--- src/rtl/encoder_fec_pkg.sv ---
// Shared types and codeword bit positions for the extended Hamming(8,4) FEC path.
package encoder_fec_pkg;

    typedef logic [7:0] codeword_t;
    typedef logic [7:0] message_data_t;

    // Bit positions inside an extended Hamming(8,4) codeword
    localparam int P1_POS = 0;
    localparam int P2_POS = 1;
    localparam int D1_POS = 2;
    localparam int P4_POS = 3;
    localparam int D2_POS = 4;
    localparam int D3_POS = 5;
    localparam int D4_POS = 6;
    localparam int P0_POS = 7;

    typedef struct packed {
        logic corr;
        logic uncorr;
    } dec_status_t;

    // Data nibble {d4,d3,d2,d1} taken straight from a codeword
    function automatic logic [3:0] extract_nibble(input codeword_t cw);
        return {cw[D4_POS], cw[D3_POS], cw[D2_POS], cw[D1_POS]};
    endfunction

endpackage

--- src/rtl/hamming_syndrome.sv ---
// Combinational SECDED decode of one extended Hamming(8,4) codeword.
module hamming_syndrome
    import encoder_fec_pkg::*;
(
    input  logic [7:0] cw_i,
    output logic [3:0] nibble_o,
    output logic       corr_o,
    output logic       uncorr_o
);

    logic [2:0] syn;
    logic       pe;
    logic [7:0] flip_mask;
    logic [7:0] fixed_cw;

    // Syndrome, overall parity, and single-bit repair of the codeword
    always_comb begin
        syn[0]    = cw_i[P1_POS] ^ cw_i[D1_POS] ^ cw_i[D2_POS] ^ cw_i[D4_POS];
        syn[1]    = cw_i[P2_POS] ^ cw_i[D1_POS] ^ cw_i[D3_POS] ^ cw_i[D4_POS];
        syn[2]    = cw_i[P4_POS] ^ cw_i[D2_POS] ^ cw_i[D3_POS] ^ cw_i[D4_POS];
        pe        = ^cw_i;
        flip_mask = 8'd0;
        corr_o    = 1'b0;
        uncorr_o  = 1'b0;
        if (pe) begin
            // Odd overall parity: single error. Syndrome 0 means p0 itself flipped,
            // which leaves the data bits untouched.
            corr_o = 1'b1;
            if (syn != 3'd0) begin
                flip_mask = 8'd1 << (syn - 3'd1);
            end
        end else if (syn != 3'd0) begin
            // Even parity with a nonzero syndrome: two errors, raw data passes through
            uncorr_o = 1'b1;
        end
        fixed_cw = cw_i ^ flip_mask;
        nibble_o = extract_nibble(fixed_cw);
    end

endmodule

--- src/rtl/hamming_decoder.sv ---
// SECDED receive decoder: decode stage S1, nibble-pair packer, output register
// and saturating corrected/uncorrectable counters.
module hamming_decoder
    import encoder_fec_pkg::*;
#(
    parameter int CNT_W = 16
) (
    input  logic             clk,
    input  logic             rst_n,
    input  logic             en,
    input  logic             align,
    input  logic             cnt_clr,
    input  logic [7:0]       cw_in,
    input  logic             cw_valid,
    output logic             cw_ready,
    output logic [7:0]       data_out,
    output logic             out_valid,
    input  logic             out_ready,
    output logic             out_corr,
    output logic             out_uncorr,
    output logic [CNT_W-1:0] corr_cnt,
    output logic [CNT_W-1:0] uncorr_cnt
);

    localparam logic [CNT_W-1:0] CNT_MAX = {CNT_W{1'b1}};

    logic [3:0]    dec_nib;
    logic          dec_corr;
    logic          dec_uncorr;
    dec_status_t   dec_st;

    logic          s1_valid_q, s1_valid_d;
    logic [3:0]    s1_nib_q, s1_nib_d;
    dec_status_t   s1_st_q, s1_st_d;

    logic          half_full_q, half_full_d;
    logic [3:0]    low_nib_q, low_nib_d;
    dec_status_t   low_st_q, low_st_d;

    logic          out_valid_q, out_valid_d;
    message_data_t data_q, data_d;
    logic          out_corr_q, out_corr_d;
    logic          out_uncorr_q, out_uncorr_d;

    logic [CNT_W-1:0] cnt_q [2];
    logic [1:0]       cnt_hit;

    logic out_load_ok;
    logic s1_adv;
    logic accept;

    hamming_syndrome u_syndrome (
        .cw_i     (cw_in),
        .nibble_o (dec_nib),
        .corr_o   (dec_corr),
        .uncorr_o (dec_uncorr)
    );

    // Handshake and advance conditions for the three-deep pipeline
    always_comb begin
        dec_st      = {dec_corr, dec_uncorr};
        out_load_ok = !out_valid_q || out_ready;
        s1_adv      = s1_valid_q && (!half_full_q || out_load_ok);
        cw_ready    = en && rst_n && (!s1_valid_q || s1_adv);
        accept      = cw_valid && cw_ready;
        cnt_hit     = {s1_st_q.uncorr, s1_st_q.corr} & {2{s1_adv}};
    end

    // Next-state for S1, the pack stage and the output register
    always_comb begin
        s1_valid_d   = s1_valid_q;
        s1_nib_d     = s1_nib_q;
        s1_st_d      = s1_st_q;
        half_full_d  = half_full_q;
        low_nib_d    = low_nib_q;
        low_st_d     = low_st_q;
        out_valid_d  = out_valid_q;
        data_d       = data_q;
        out_corr_d   = out_corr_q;
        out_uncorr_d = out_uncorr_q;

        if (accept) begin
            s1_valid_d = 1'b1;
            s1_nib_d   = dec_nib;
            s1_st_d    = dec_st;
        end else if (s1_adv) begin
            s1_valid_d = 1'b0;
        end

        if (out_valid_q && out_ready) begin
            out_valid_d = 1'b0;
        end

        if (align) begin
            // Re-alignment drops the held nibble; an advancing nibble starts the new pair
            half_full_d = s1_adv;
            if (s1_adv) begin
                low_nib_d = s1_nib_q;
                low_st_d  = s1_st_q;
            end
        end else if (s1_adv) begin
            if (!half_full_q) begin
                half_full_d = 1'b1;
                low_nib_d   = s1_nib_q;
                low_st_d    = s1_st_q;
            end else begin
                half_full_d  = 1'b0;
                out_valid_d  = 1'b1;
                data_d       = {s1_nib_q, low_nib_q};
                out_corr_d   = s1_st_q.corr | low_st_q.corr;
                out_uncorr_d = s1_st_q.uncorr | low_st_q.uncorr;
            end
        end
    end

    // Pipeline state registers
    always_ff @(posedge clk or negedge rst_n) begin
        if (!rst_n) begin
            s1_valid_q   <= 1'b0;
            s1_nib_q     <= 4'd0;
            s1_st_q      <= '0;
            half_full_q  <= 1'b0;
            low_nib_q    <= 4'd0;
            low_st_q     <= '0;
            out_valid_q  <= 1'b0;
            data_q       <= '0;
            out_corr_q   <= 1'b0;
            out_uncorr_q <= 1'b0;
        end else begin
            s1_valid_q   <= s1_valid_d;
            s1_nib_q     <= s1_nib_d;
            s1_st_q      <= s1_st_d;
            half_full_q  <= half_full_d;
            low_nib_q    <= low_nib_d;
            low_st_q     <= low_st_d;
            out_valid_q  <= out_valid_d;
            data_q       <= data_d;
            out_corr_q   <= out_corr_d;
            out_uncorr_q <= out_uncorr_d;
        end
    end

    // Index 0 counts corrected codewords, index 1 uncorrectable ones
    genvar gi;
    generate
        for (gi = 0; gi < 2; gi++) begin : gen_cnt
            // Saturating counter; a clear beats a same-cycle increment
            always_ff @(posedge clk or negedge rst_n) begin
                if (!rst_n) begin
                    cnt_q[gi] <= '0;
                end else if (cnt_clr) begin
                    cnt_q[gi] <= '0;
                end else if (cnt_hit[gi] && (cnt_q[gi] != CNT_MAX)) begin
                    cnt_q[gi] <= cnt_q[gi] + CNT_W'(1);
                end
            end
        end
    endgenerate

    assign data_out   = data_q;
    assign out_valid  = out_valid_q;
    assign out_corr   = out_corr_q;
    assign out_uncorr = out_uncorr_q;
    assign corr_cnt   = cnt_q[0];
    assign uncorr_cnt = cnt_q[1];

endmodule
--- config.mk ---
export PLATFORM = sky130hd
export DESIGN_NAME = hamming_decoder
export DESIGN_NICKNAME = d
export VERILOG_FILES = /design/src/rtl/encoder_fec_pkg.sv /design/src/rtl/hamming_syndrome.sv /design/src/rtl/hamming_decoder.sv
export SDC_FILE = /design/constraint.sdc
export NUM_CORES = 1
export LEC_CHECK = 0
export CELL_PAD_IN_SITES_DETAIL_PLACEMENT = 0
export CELL_PAD_IN_SITES_GLOBAL_PLACEMENT = 1
export CORE_UTILIZATION = 39
export DETAILED_ROUTE_END_ITERATION = 16
export HOLD_SLACK_MARGIN = 0.15
export PLACE_DENSITY = 0.89
export RECOVER_POWER = 100
export SYNTH_ARGS = -nofsm -noshare
export SYNTH_HDL_FRONTEND = slang
export SYNTH_SLANG_ARGS = --single-unit
--- constraint.sdc ---
create_clock -name clk -period 2.1 [get_ports clk]
set_input_delay 0.21 -clock clk [delete_from_list [all_inputs] [get_ports clk]]
set_output_delay 0.21 -clock clk [all_outputs]
set_load 0.1 [all_outputs]
Word level (Yosys, flattened, before mapping)
Index checks and enable logic that the tools add are counted.
{"block": "classes", "n_eq_ne": 3, "shifts": 1, "n_mux": 26, "bitwise_logic": 14, "addsub": 3, "reduce_logical": 21}
{"cell": "$mux 16", "n": 4}
{"cell": "$add 16x1->16 const B", "n": 2}
{"cell": "$ne 16x16->1 const B", "n": 2}
{"cell": "$mux 4", "n": 4}
{"cell": "$mux 7", "n": 2}
{"cell": "$mux 1", "n": 12}
{"cell": "$xor 1x1->1", "n": 9}
{"cell": "$mux 2", "n": 4}
{"cell": "$reduce_bool 2->1", "n": 4}
{"cell": "$reduce_xor 8->1", "n": 1}
{"cell": "$logic_and 1x1->1", "n": 7}
{"cell": "$shl 1x3->7 const A", "n": 1}
{"cell": "$xor 7x7->7", "n": 1}
{"cell": "$logic_not 1->1", "n": 3}
{"cell": "$logic_or 1x1->1", "n": 3}
{"cell": "$reduce_and 3->1", "n": 1}
{"cell": "$reduce_bool 3->1", "n": 1}
{"cell": "$sub 3x1->3 const B", "n": 1}
{"cell": "$and 2x2->2", "n": 1}
{"cell": "$ne 2x2->1 const B", "n": 1}
{"cell": "$or 1x1->1", "n": 2}
{"cell": "$reduce_and 2->1", "n": 1}
{"cell": "$not 1->1", "n": 1}
{"block": "word_totals", "reg_bits": 57, "out_inout_bits": 44}

Longest topological paths before layout
Gate-level depths: netlist (run 1).
{"block": "depth", "depth_word": 8, "depth_mapped": 8, "depth_no_buf": 8}

Modules after synthesis
A second synthesis (run 1) with hierarchy kept.
{"block": "unflattened", "cells_unflattened": 308, "area_unflattened_um2": 3224.3}
{"mod": "hamming_decoder", "cells_each": 257, "seq_area_each_um2": 1426.4, "n_inst": 1, "area_per_inst_um2": 2766.4}
{"mod": "hamming_syndrome", "cells_each": 51, "seq_area_each_um2": 0.0, "n_inst": 1, "area_per_inst_um2": 457.9}

Least setup slack after synthesis (run 1)
No wires, ideal clock.
{"block": "synth_path", "path_kind": "reg2reg", "start": "register out_valid_q, in the netlist out_valid", "end": "register s1_nib_q[0]", "t_arrival_ns": 2.449, "t_required_ns": 2.018, "period_less_slack_ns": 2.531, "stages_incl_launch_ff": 7, "path_slack_ns": -0.431, "path_cell_list": "dfrtp_1 > nand4b_1 > and3_1 > and2_1 > buf_1 > nor2_1 > a31oi_1"}
{"block": "synth_via", "elab_chain_len": 7}
{"item": "start, declared", "line": "hamming_decoder.sv:40", "rtl": "logic out_valid_q, out_valid_d;"}
{"item": "start signal, assigned", "line": "hamming_decoder.sv:136", "rtl": "out_valid_q <= out_valid_d;"}
{"item": "$logic_not 1->1", "line": "hamming_decoder.sv:62", "rtl": "out_load_ok = !out_valid_q || out_ready;"}
{"item": "$logic_or 1x1->1", "line": "hamming_decoder.sv:62"}
{"item": "$logic_or 1x1->1", "line": "hamming_decoder.sv:63", "rtl": "s1_adv = s1_valid_q && (!half_full_q || out_load_ok);"}
{"item": "$logic_and 1x1->1", "line": "hamming_decoder.sv:63"}
{"item": "$logic_or 1x1->1", "line": "hamming_decoder.sv:64", "rtl": "cw_ready = en && rst_n && (!s1_valid_q || s1_adv);"}
{"item": "$logic_and 1x1->1", "line": "hamming_decoder.sv:64"}
{"item": "named net cw_ready", "line": "hamming_decoder.sv:15", "rtl": "output logic cw_ready,"}
{"item": "$logic_and 1x1->1", "line": "hamming_decoder.sv:65", "rtl": "accept = cw_valid && cw_ready;"}
{"item": "end signal, assigned", "line": "hamming_decoder.sv:131", "rtl": "s1_nib_q <= s1_nib_d;"}
{"item": "end, declared", "line": "hamming_decoder.sv:33", "rtl": "logic [3:0] s1_nib_q, s1_nib_d;"}
The timed path passes the listed nets, and every way through them passes these cells.
A chain may end at the register's enable or synchronous reset.

Worst setup path after layout (run 1)
{"block": "layout_path", "start": "input cw_in[2]", "end": "register s1_nib_q[0]"}
{"block": "layout_via", "elab_chain_len": 8, "elab_cells_between_ends": 13}
{"item": "start, declared", "line": "hamming_decoder.sv:13", "rtl": "input logic [7:0] cw_in,"}
{"item": "$xor 1x1->1 (on tied branches) (3 in series)", "line": "hamming_syndrome.sv:18, hamming_syndrome.sv:19"}
{"item": "$sub 3x1->3", "line": "hamming_syndrome.sv:30", "rtl": "flip_mask = 8'd1 << (syn - 3'd1);"}
{"item": "$shl 1x3->7", "line": "hamming_syndrome.sv:30"}
{"item": "$mux 7", "line": "hamming_syndrome.sv:29", "rtl": "if (syn != 3'd0) begin"}
{"item": "$mux 7", "line": "hamming_syndrome.sv:25", "rtl": "if (pe) begin"}
{"item": "$xor 7x7->7 *", "line": "hamming_syndrome.sv:36", "rtl": "fixed_cw = cw_i ^ flip_mask;"}
Every way passes the cells marked *; elsewhere a longest branch is shown, timed or not.

==> results of run 1 <==
## synthesized netlist by cell type, drive strengths merged, types with 4 or more instances
cell type / instances
dfrtp: 57
nor2: 39
xnor2: 31
nand2: 24
nand3: 15
mux2: 14
nor4: 12
and3: 11
nor3: 8
clkbuf: 7
xor2: 7
nand4: 6
a211oi: 5
a31oi: 5
or4: 5
a21oi: 4
and4: 4
ha: 4
o21ai: 4
o31ai: 4
## sequential cells by signal (all words and copies together) (netlist names)
name,count
uncorr_cnt,16
low_nib_q,4
s1_nib_q,4
low_st_q,2
out_uncorr,1
out_corr,1
s1_st_q,2
data_out,8
out_valid,1
corr_cnt,16
half_full_q,1
s1_valid_q,1
## kinds of logic (layout without fill, tap and decap cells)
kind of cell / Yosys count / after routing / share of synthesized area (%)
compound gates: 28 / 28 / 6.522
flops: 57 / 57 / 48.59
fa+ha+maj: 4 / 4 / 1.705
xor+xnor: 38 / 38 / 11.34
mux: 17 / 17 / 6.394
buf+inv: 11 / 106 / 1.407
simple gates: 138 / 138 / 24.04
## per-layer routing
layer  vias up  share of wire (%)  GRT usage (%)
met2        58                 47          29.72
li1       1232                  -              -
met3        13                4.7          4.571
met1      1188                 46          22.85
met5         -                  0              0
met4         0                2.0          8.798
## worst paths after layout
kind | from | end
worst min register to register | out_corr$_DFFE_PN0P_ | out_corr$_DFFE_PN0P_
worst min-delay path | cw_in[4] | s1_nib_q[1]$_DFFE_PN0P_
worst max register to register | uncorr_cnt[6]$_DFFE_PN0P_ | uncorr_cnt[0]$_DFFE_PN0P_
max in group asynchronous | rst_n | uncorr_cnt[1]$_DFFE_PN0P_
worst max-delay path | cw_in[2] | s1_nib_q[0]$_DFFE_PN0P_
min in group asynchronous | rst_n | uncorr_cnt[2]$_DFFE_PN0P_
## what timing repair did
action	4_1_cts	5_1_grt
endpoints found under the setup margin	0	4
resized for setup	0	8
hold buffers	1	0
endpoints found under the hold margin	57	0
## through the flow
step	power, W	utilization, %
floorplan	0.002004	-
global placement	0.002308	51.77
detailed placement	0.002321	51.77
CTS	0.003236	54.30
global route	0.003316	52.58
finish	0.003143	52.58
## power by group through the flow
stage | combinational, W | clock, W | sequential [W]
after floorplan | 0.000253 | 0 | 0.00175
after global placement | 0.000974 | 0 | 0.00133
after detailed placement | 0.000983 | 0 | 0.00134
after CTS | 0.000986 | 0.000931 | 0.00132
after global routing | 0.000993 | 0.000985 | 0.00134
final | 0.000927 | 0.000900 | 0.00132
## layout make-up
cell class,instances,area [um2],share of cell area (%)
Sequential cell,57,1460,38.29
Multi-Input combinational cell,225,1484,38.91
Timing Repair Buffer,87,560.5,14.70
Clock inverter,3,15.01,0.3937
Tap cell,99,123.9,3.248
Clock buffer,13,158.9,4.167
Inverter,3,11.26,0.2953
## critical path, cell delays in order
cell             delay [ns]
clkdlybuf4s50_1        0.46
xor2_1                 0.20
nand3_1                0.10
nand2_1                0.08
ha_2                   0.20
nor4_1                 0.30
nor2_1                 0.12
or4_1                  0.41
a31oi_1                0.17
==> results.cfg, run 1 <==
[sta]
layout_setup_ws_ns = 0.09971
tns_ns = 0
slew_headroom_pct = 21.44
fin_hold_ws_ns = 0.3815
timing.fmax_mhz = 499.9
finalHoldViolCount = 0
period_share_pct = 95.25
setup_viol = 0
rsz0062_at_grt = false
fin_worst_skew_ns = 0.006556
worstMarginPinSlew_ns = 1.183
post-route-min-period_ns = 2.000
drv_slew = 0

[outcome]
status = complete, no violations

[clock_network]
cts_tree = yes
numCtsBuffers = 9
htreeDepth = 3
insertion_delay_ns = 0.34
cts_root_buf = clkbuf_8
cts.sinks = 57
clk_path_buf_depth = 2
clk_pin_slew_worst_paths_ns = 0.06
cts_setup_buffers = 0

[cells_and_area]
final_cell_area_um2 = 3814
area_delta_synth_final_pct = 29.92
layout.nets = 402
fin_cells = 487
final_common_cell = clkbuf_2
drive_gt1_share_pct = 31.70
nFillCells = 711
final_cell_mix = 41 x clkbuf_2, 39 x nor2_1, 30 x xnor2_1, 30 x dfrtp_1, 27 x dfrtp_2
antennaDiodeCount = 0

[run]
cap_violations = 0

[logic_synthesis]
async_flop_share_pct = 100.0
netlist_area_um2 = 2935
netlist_instances = 293
synth_flop_cell = dfrtp_1
syn-num-nets = 312
synth.area.top_cells = dfrtp_1 49%, xnor2_1 9.2%, mux2_2 5.4%
ys_seq_area_share_pct = 48.59
synthDistinctLibCells = 37
synth_warnings = 0
synth_area_leader_cell = dfrtp_1
synth_edf_count = 0
ys_ff_latch = 57
syn-mean-instance-area_um2 = 10.02
synth_top_area_share_pct = 48.59

[routing]
via_count = 2491
drt-total-wl_mm = 6.398
wl_per_cell_um = 13.14
route.detailed.drc = 0
dr.pass1.iters = 4
viasPerCell = 5.115
drt_iter0_drc = 119
detail-route-antenna-nets = 0

[critical_path]
worstRegToRegCells = 5
rrSetupSlack_ns = 0.16
start_kind = input pin
required_ns = 2.36
endpoint_kind = flip-flop
crit_fanout = 4
critPathKind = in -> reg
cp.arrival_ns = 2.26

[pwr]
pwr-share-seq_pct = 41.9
p_int_w = 0.001975
irDropWorstVdd_v = 0.0003238
combPwrFrac_pct = 29.5
p_per_area_nw_per_um2 = 824.0
p_sw_w = 0.001168
power_frac_clock_pct = 28.6
sw_frac_of_total_pct = 37.16
leakagePower_nw = 1.662

[placement]
port_buffers = 58
place_worst_setup_slack_ns = -0.3105
dpl.hpwl_mm = 4.674
placed_area_um2 = 3755
gp_congestion = 0.8796
dp_cells = 470

[global_route]
antenna_found_initial = 0
grt_pass1_vias = 2380
grt_pass1_wl_mm = 10.98
grt_usage_pct = 18.31
grt_max_degree = 58
overflow = 0

[floorplan]
core_area_um2 = 7253
die-area_um2 = 7877
die_w_um = 88.76
io_pins = 59
rows = 31
initial_utilization_pct = 40.47
dieHeight_um = 88.76

[hold_path]
min_path_cells = 4
hold_path_class = in -> reg
Power figures use the tool's default switching activity.
==> inputs of run 2 (changes only) <==
- CORE_UTILIZATION: 39 -> 41
- PLACE_DENSITY: 0.89 -> 0.9
- SYNTH_HIERARCHICAL: not set -> 1
==> results.cfg, run 2 <==
[routing]
drt_iter0_drc = 101
dr.pass1.iters = 4
wl_per_cell_um = 14.10
via_count = 2694
detail-route-antenna-nets = 0
drt-total-wl_mm = 7.136
viasPerCell = 5.324
route.detailed.drc = 0

[critical_path]
critPathKind = in -> reg
endpoint_kind = flip-flop
critPathMaxStageDelay_ns = 0.40
required_ns = 2.32
start_kind = input pin
crit_buf_inv = 1
crit_slowest_cell = or3_4
path_cells = clkdlybuf4s15_2 -> xnor2_4 -> or3_4 -> nand2_4 -> ha_4 -> or2_4 -> o32a_1 -> o221a_2 -> mux2_2
cp.arrival_ns = 2.29
crit_fanout = 5
cp_top_family = simple AND/OR/NAND/NOR gates

[pwr]
power_frac_clock_pct = 27.2
report.power.total_w = 0.003332
p_sw_w = 0.001251
irDropWorstVdd_v = 0.0005206
leakagePower_nw = 1.814
p_per_area_nw_per_um2 = 802.7
pwr-share-seq_pct = 41.2
sw_frac_of_total_pct = 37.55
combPwrFrac_pct = 31.6
p_int_w = 0.002081

[global_route]
grt_max_degree = 58
overflow = 0
grt_usage_pct = 18.34
grt_pass1_wl_mm = 11.92
use_met1_pct = 23.82
grt_busiest_layer = met2
grt_pass1_vias = 2525
antenna_found_initial = 0
grt_use_met3_pct = 2.778
use_met2_pct = 29.61

[floorplan]
die-area_um2 = 8223
dieHeight_um = 90.68
core_area_um2 = 7408
io_pins = 59
initial_utilization_pct = 43.52
die_w_um = 90.68
rows = 31

[cells_and_area]
nFillCells = 723
fin_cells = 506
area_delta_synth_final_pct = 28.75
fin_util_pct = 56.04
antennaDiodeCount = 0
final_cell_mix = 40 x clkbuf_2, 33 x nor2_1, 27 x dfrtp_2, 27 x dfrtp_1, 25 x nand2_1
final_cell_area_um2 = 4151
drive_gt1_share_pct = 42.26
layout.nets = 421
seqCellArea_um2 = 1471
final_common_cell = clkbuf_2
multi_input_area_um2 = 1784

[logic_synthesis]
netlist_area_um2 = 3224
synth_flop_cell = dfrtp_1
synth_area_leader_cell = dfrtp_1
syn-mean-instance-area_um2 = 10.47
synth_warnings = 6
async_flop_share_pct = 100.0
synth_edf_count = 0
ys_top_cells_by_count = 57 x dfrtp_1, 33 x nor2_1, 26 x nand2_1
synthDistinctLibCells = 62
netlist_instances = 308
synth.area.top_cells = dfrtp_1 44%, mux2_2 7.3%, xor2_1 5.2%
ys_ff_latch = 57
ys_seq_area_share_pct = 44.24
syn-num-nets = 327
yosysMostFrequentCell = dfrtp_1
synth_top_area_share_pct = 44.24

[clock_network]
cts.sinks = 57
clk_path_buf_depth = 2
htreeDepth = 3
numCtsBuffers = 9
cts_tree = yes
cts_root_buf = clkbuf_8
insertion_delay_ns = 0.34
clk_pin_slew_worst_paths_ns = 0.06

[placement]
placed_area_um2 = 4101
port_buffers = 58
dp_cells = 488
dpl.hpwl_mm = 5.227
gp_congestion = 0.8470

[run]
cap_violations = 0

[outcome]
status = complete, no violations

[sta]
timing.fmax_mhz = 483.1
drv_slew = 0
period_share_pct = 98.58
slew_headroom_pct = 22.02
worstMarginPinSlew_ns = 1.175
finalHoldViolCount = 0
setup_viol = 0
fin_hold_ws_ns = 0.3931
post-route-min-period_ns = 2.070
fin_worst_skew_ns = 0.01113

[hold_path]
hold_path_class = in -> reg
==> run 2: worst reg2reg max path, stage by stage (launching register included) <==
cell and delay (ns):
dfrtp_4 0.45, ha_4 0.15, nand3_4 0.08, or4_4 0.58, o21ai_4 0.22, buf_4 0.17
mux2i_1 0.17, nor2_1 0.05
==> run 2: metal layers <==
| layer | up-vias | share of wire [%] |
|---|---|---|
| met2 | 68 | 47 |
| met1 | 1306 | 47 |
| met5 | - | 0 |
| met3 | 16 | 3.4 |
| met4 | 0 | 2.3 |
| li1 | 1304 | - |
==> run 2: repair_timing <==
action | in CTS | in global routing
pin swaps | 2 | 0
gates cloned | 0 | 0
gates resized for setup | 18 | 13
hold buffers | 1 | 0
hold endpoints to repair | 57 | 0
buffers inserted | 1 | 0
setup endpoints to repair | 4 | 3
==> run 2: power groups by stage <==
stage	clock network, W	logic (W)	registers (W)
floorplan	0	0.000378	0.00180
global placement	0	0.00107	0.00139
detailed placement	0	0.00109	0.00140
CTS	0.000940	0.00110	0.00138
global route	0.000988	0.00111	0.00140
finish	0.000908	0.00105	0.00137
==> run 2: layout make-up <==
| type | count | share of cell area (%) |
|---|---|---|
| Multi-Input combinational cell | 235 | 42.98 |
| Sequential cell | 57 | 35.44 |
| Timing Repair Buffer | 93 | 13.86 |
| Clock buffer | 13 | 3.828 |
| Tap cell | 99 | 2.984 |
| Inverter | 6 | 0.5425 |
| Clock inverter | 3 | 0.3617 |
==> run 2: final timing paths <==
path	cells after the start	to	from	slack (ns)
worst min-delay path	3	s1_nib_q[2]$_DFFE_PN0P_	cw_in[1]	0.39
min in group asynchronous	3	uncorr_cnt[0]$_DFFE_PN0P_	rst_n	0.73
worst min register to register	2	out_corr$_DFFE_PN0P_	out_corr$_DFFE_PN0P_	0.48
worst max register to register	7	uncorr_cnt[1]$_DFFE_PN0P_	uncorr_cnt[1]$_DFFE_PN0P_	0.11
max in group asynchronous	3	out_valid$_DFF_PN0_	rst_n	0.83
worst max-delay path	9	s1_nib_q[2]$_DFFE_PN0P_	cw_in[4]	0.03
==> run 2: cells by family after synthesis <==
group	after synthesis	synth area share (%)
XOR/XNOR	28	9.585
AND/OR/NAND/NOR	131	22.66
flip-flops	57	44.24
adder cells (fa/ha/maj)	4	1.552
AO/OA/AOI/OAI	48	10.79
buffers and inverters	16	2.755
multiplexers	24	8.421
==> run 2: metrics by stage <==
stage,TNS [ns],setup WS (ns)
4_1_cts,0,0.007159
6_report,0,0.02992
3_5_place_dp,-2.536,-0.6671
3_3_place_gp,-2.129,-0.6273
2_1_floorplan,-0.3817,-0.1780
5_1_grt,-0.006598,-0.006598
==> inputs of run 3 (changes only) <==
- PLACE_DENSITY: 0.9 -> not set
- PLACE_DENSITY_LB_ADDON: not set -> 0.05
- SKIP_CTS_REPAIR_TIMING: not set -> 1
==> results.cfg, run 3 (synthesized netlist as in run 2, its figures left out) <==
[placement]
dpl.hpwl_mm = 5.150
placed_area_um2 = 4116
port_buffers = 58
gp_congestion = 0.7739

[routing]
detail-route-antenna-nets = 0
drt-total-wl_mm = 7.016
viasPerCell = 5.199
wl_per_cell_um = 13.84
drt_iter0_drc = 94
via_count = 2636
route.detailed.drc = 0
dr.pass1.iters = 4

[cells_and_area]
layout.nets = 422
antennaDiodeCount = 0
final_cell_area_um2 = 4193
final_common_cell = clkbuf_2
drive_gt1_share_pct = 41.91
nFillCells = 705
final_cell_mix = 41 x clkbuf_2, 32 x nor2_1, 27 x dfrtp_2, 27 x dfrtp_1, 27 x buf_4
area_delta_synth_final_pct = 30.03

[pwr]
irDropWorstVdd_v = 0.0007857
p_per_area_nw_per_um2 = 851.9
leakagePower_nw = 1.850

[clock_network]
numCtsBuffers = 9
insertion_delay_ns = 0.33
cts_root_buf = clkbuf_8
htreeDepth = 3
clk_pin_slew_worst_paths_ns = 0.06
cts.sinks = 57
clk_path_buf_depth = 2
cts_tree = yes

[sta]
drv_slew = 0
rsz0062_at_grt = false
timing.fmax_mhz = 497.2
tns_ns = 0
post-route-min-period_ns = 2.011
fin_worst_skew_ns = 0.01453
worstMarginPinSlew_ns = 1.169
period_share_pct = 95.77
fin_hold_ws_ns = 0.4988
setup_viol = 0
finalHoldViolCount = 0
slew_headroom_pct = 22.41

[floorplan]
dieHeight_um = 90.68
core_area_um2 = 7408
die_w_um = 90.68
die-area_um2 = 8223
rows = 31
initial_utilization_pct = 43.52
io_pins = 59

[critical_path]
rr_endpoint = uncorr_cnt[1]$_DFFE_PN0P_
endpoint_kind = flip-flop
path_cells = clkbuf_2 -> xnor2_4 -> or3_1 -> nand2_2 -> ha_4 -> or2_4 -> o32a_1 -> o221a_2 -> mux2_2
critPathMaxStageDelay_ns = 0.36
rrSetupSlack_ns = 0.11
start_kind = input pin
required_ns = 2.30
crit_fanout = 5
worstRegToRegCells = 7
critPathKind = in -> reg
r2r-start = uncorr_cnt[1]$_DFFE_PN0P_
cp.arrival_ns = 2.22
crit_slowest_cell = or3_1

[hold_path]
hold_path_class = reg -> reg
hp-start = low_nib_q[2]$_DFFE_PN0P_
min_path_cells = 1
hold_end = data_out[2]$_DFFE_PN0P_

[global_route]
overflow = 0
grt_pass1_wl_mm = 12.08
grt_pass1_vias = 2526
grt_usage_pct = 18.32
antenna_found_initial = 0
grt_max_degree = 58

[outcome]
status = complete, no violations

[run]
cap_violations = 0
-- run 3: critical path, delay by kind of cell --
kind                       cells  cell delay [ns]
muxes                          1             0.26
buffers and inverters          1             0.15
xor gates and xnor gates       1             0.15
and+or+nand+nor                3             0.73
AOI/OAI and AO/OA              2             0.50
adders and majority gates      1             0.21
-- run 3: report_power, final --
part / leakage (nW) / internal, W / total, W / switching (W)
clock network: 0.115 / 0.000728 / 0.00116 / 0.000430
registers: 0.716 / 0.00126 / 0.00138 / 0.000113
logic: 1.02 / 0.000324 / 0.00104 / 0.000713
-- run 3: area by class of cell --
cell class                      instances  area [um2]  area share (%)
Clock buffer                           11       151.4           3.611
Clock inverter                          5       77.57           1.850
Inverter                                6       22.52          0.5372
Multi-Input combinational cell        235        1764           42.08
Sequential cell                        57        1471           35.09
Tap cell                               99       123.9           2.954
Timing Repair Buffer                   94       581.8           13.88
-- run 3: worst max-delay path by stage --
stage	to	from	depth (start not counted)
4_1_cts	s1_nib_q[2]$_DFFE_PN0P_	cw_in[6]	9
3_5_place_dp	s1_nib_q[2]$_DFFE_PN0P_	cw_in[6]	9
3_3_place_gp	s1_nib_q[2]$_DFFE_PN0P_	cw_in[6]	9
6_report	s1_nib_q[2]$_DFFE_PN0P_	cw_in[5]	9
5_1_grt	corr_cnt[14]$_DFFE_PN0P_	out_valid$_DFF_PN0_	7
2_1_floorplan	s1_nib_q[2]$_DFFE_PN0P_	cw_in[4]	9
-- run 3: layer usage --
| layer | part of all wire (%) | GRT usage [%] |
|---|---|---|
| met1 | 48 | 25.82 |
| met2 | 46 | 27.02 |
| met3 | 4.3 | 4.966 |
| met4 | 1.2 | 6.183 |
| met5 | 0 | 0 |
-- run 3: through the flow --
stage,cells,power [W],worst slack [ns],util (%)
2_1_floorplan,308,0.002179,-0.1780,-
3_3_place_gp,490,0.002480,-0.6151,55.56
3_5_place_dp,490,0.002494,-0.6640,55.56
4_1_cts,506,0.003670,-0.3155,58.66
5_1_grt,507,0.003760,0.02003,56.60
6_report,507,0.003572,0.08893,56.60
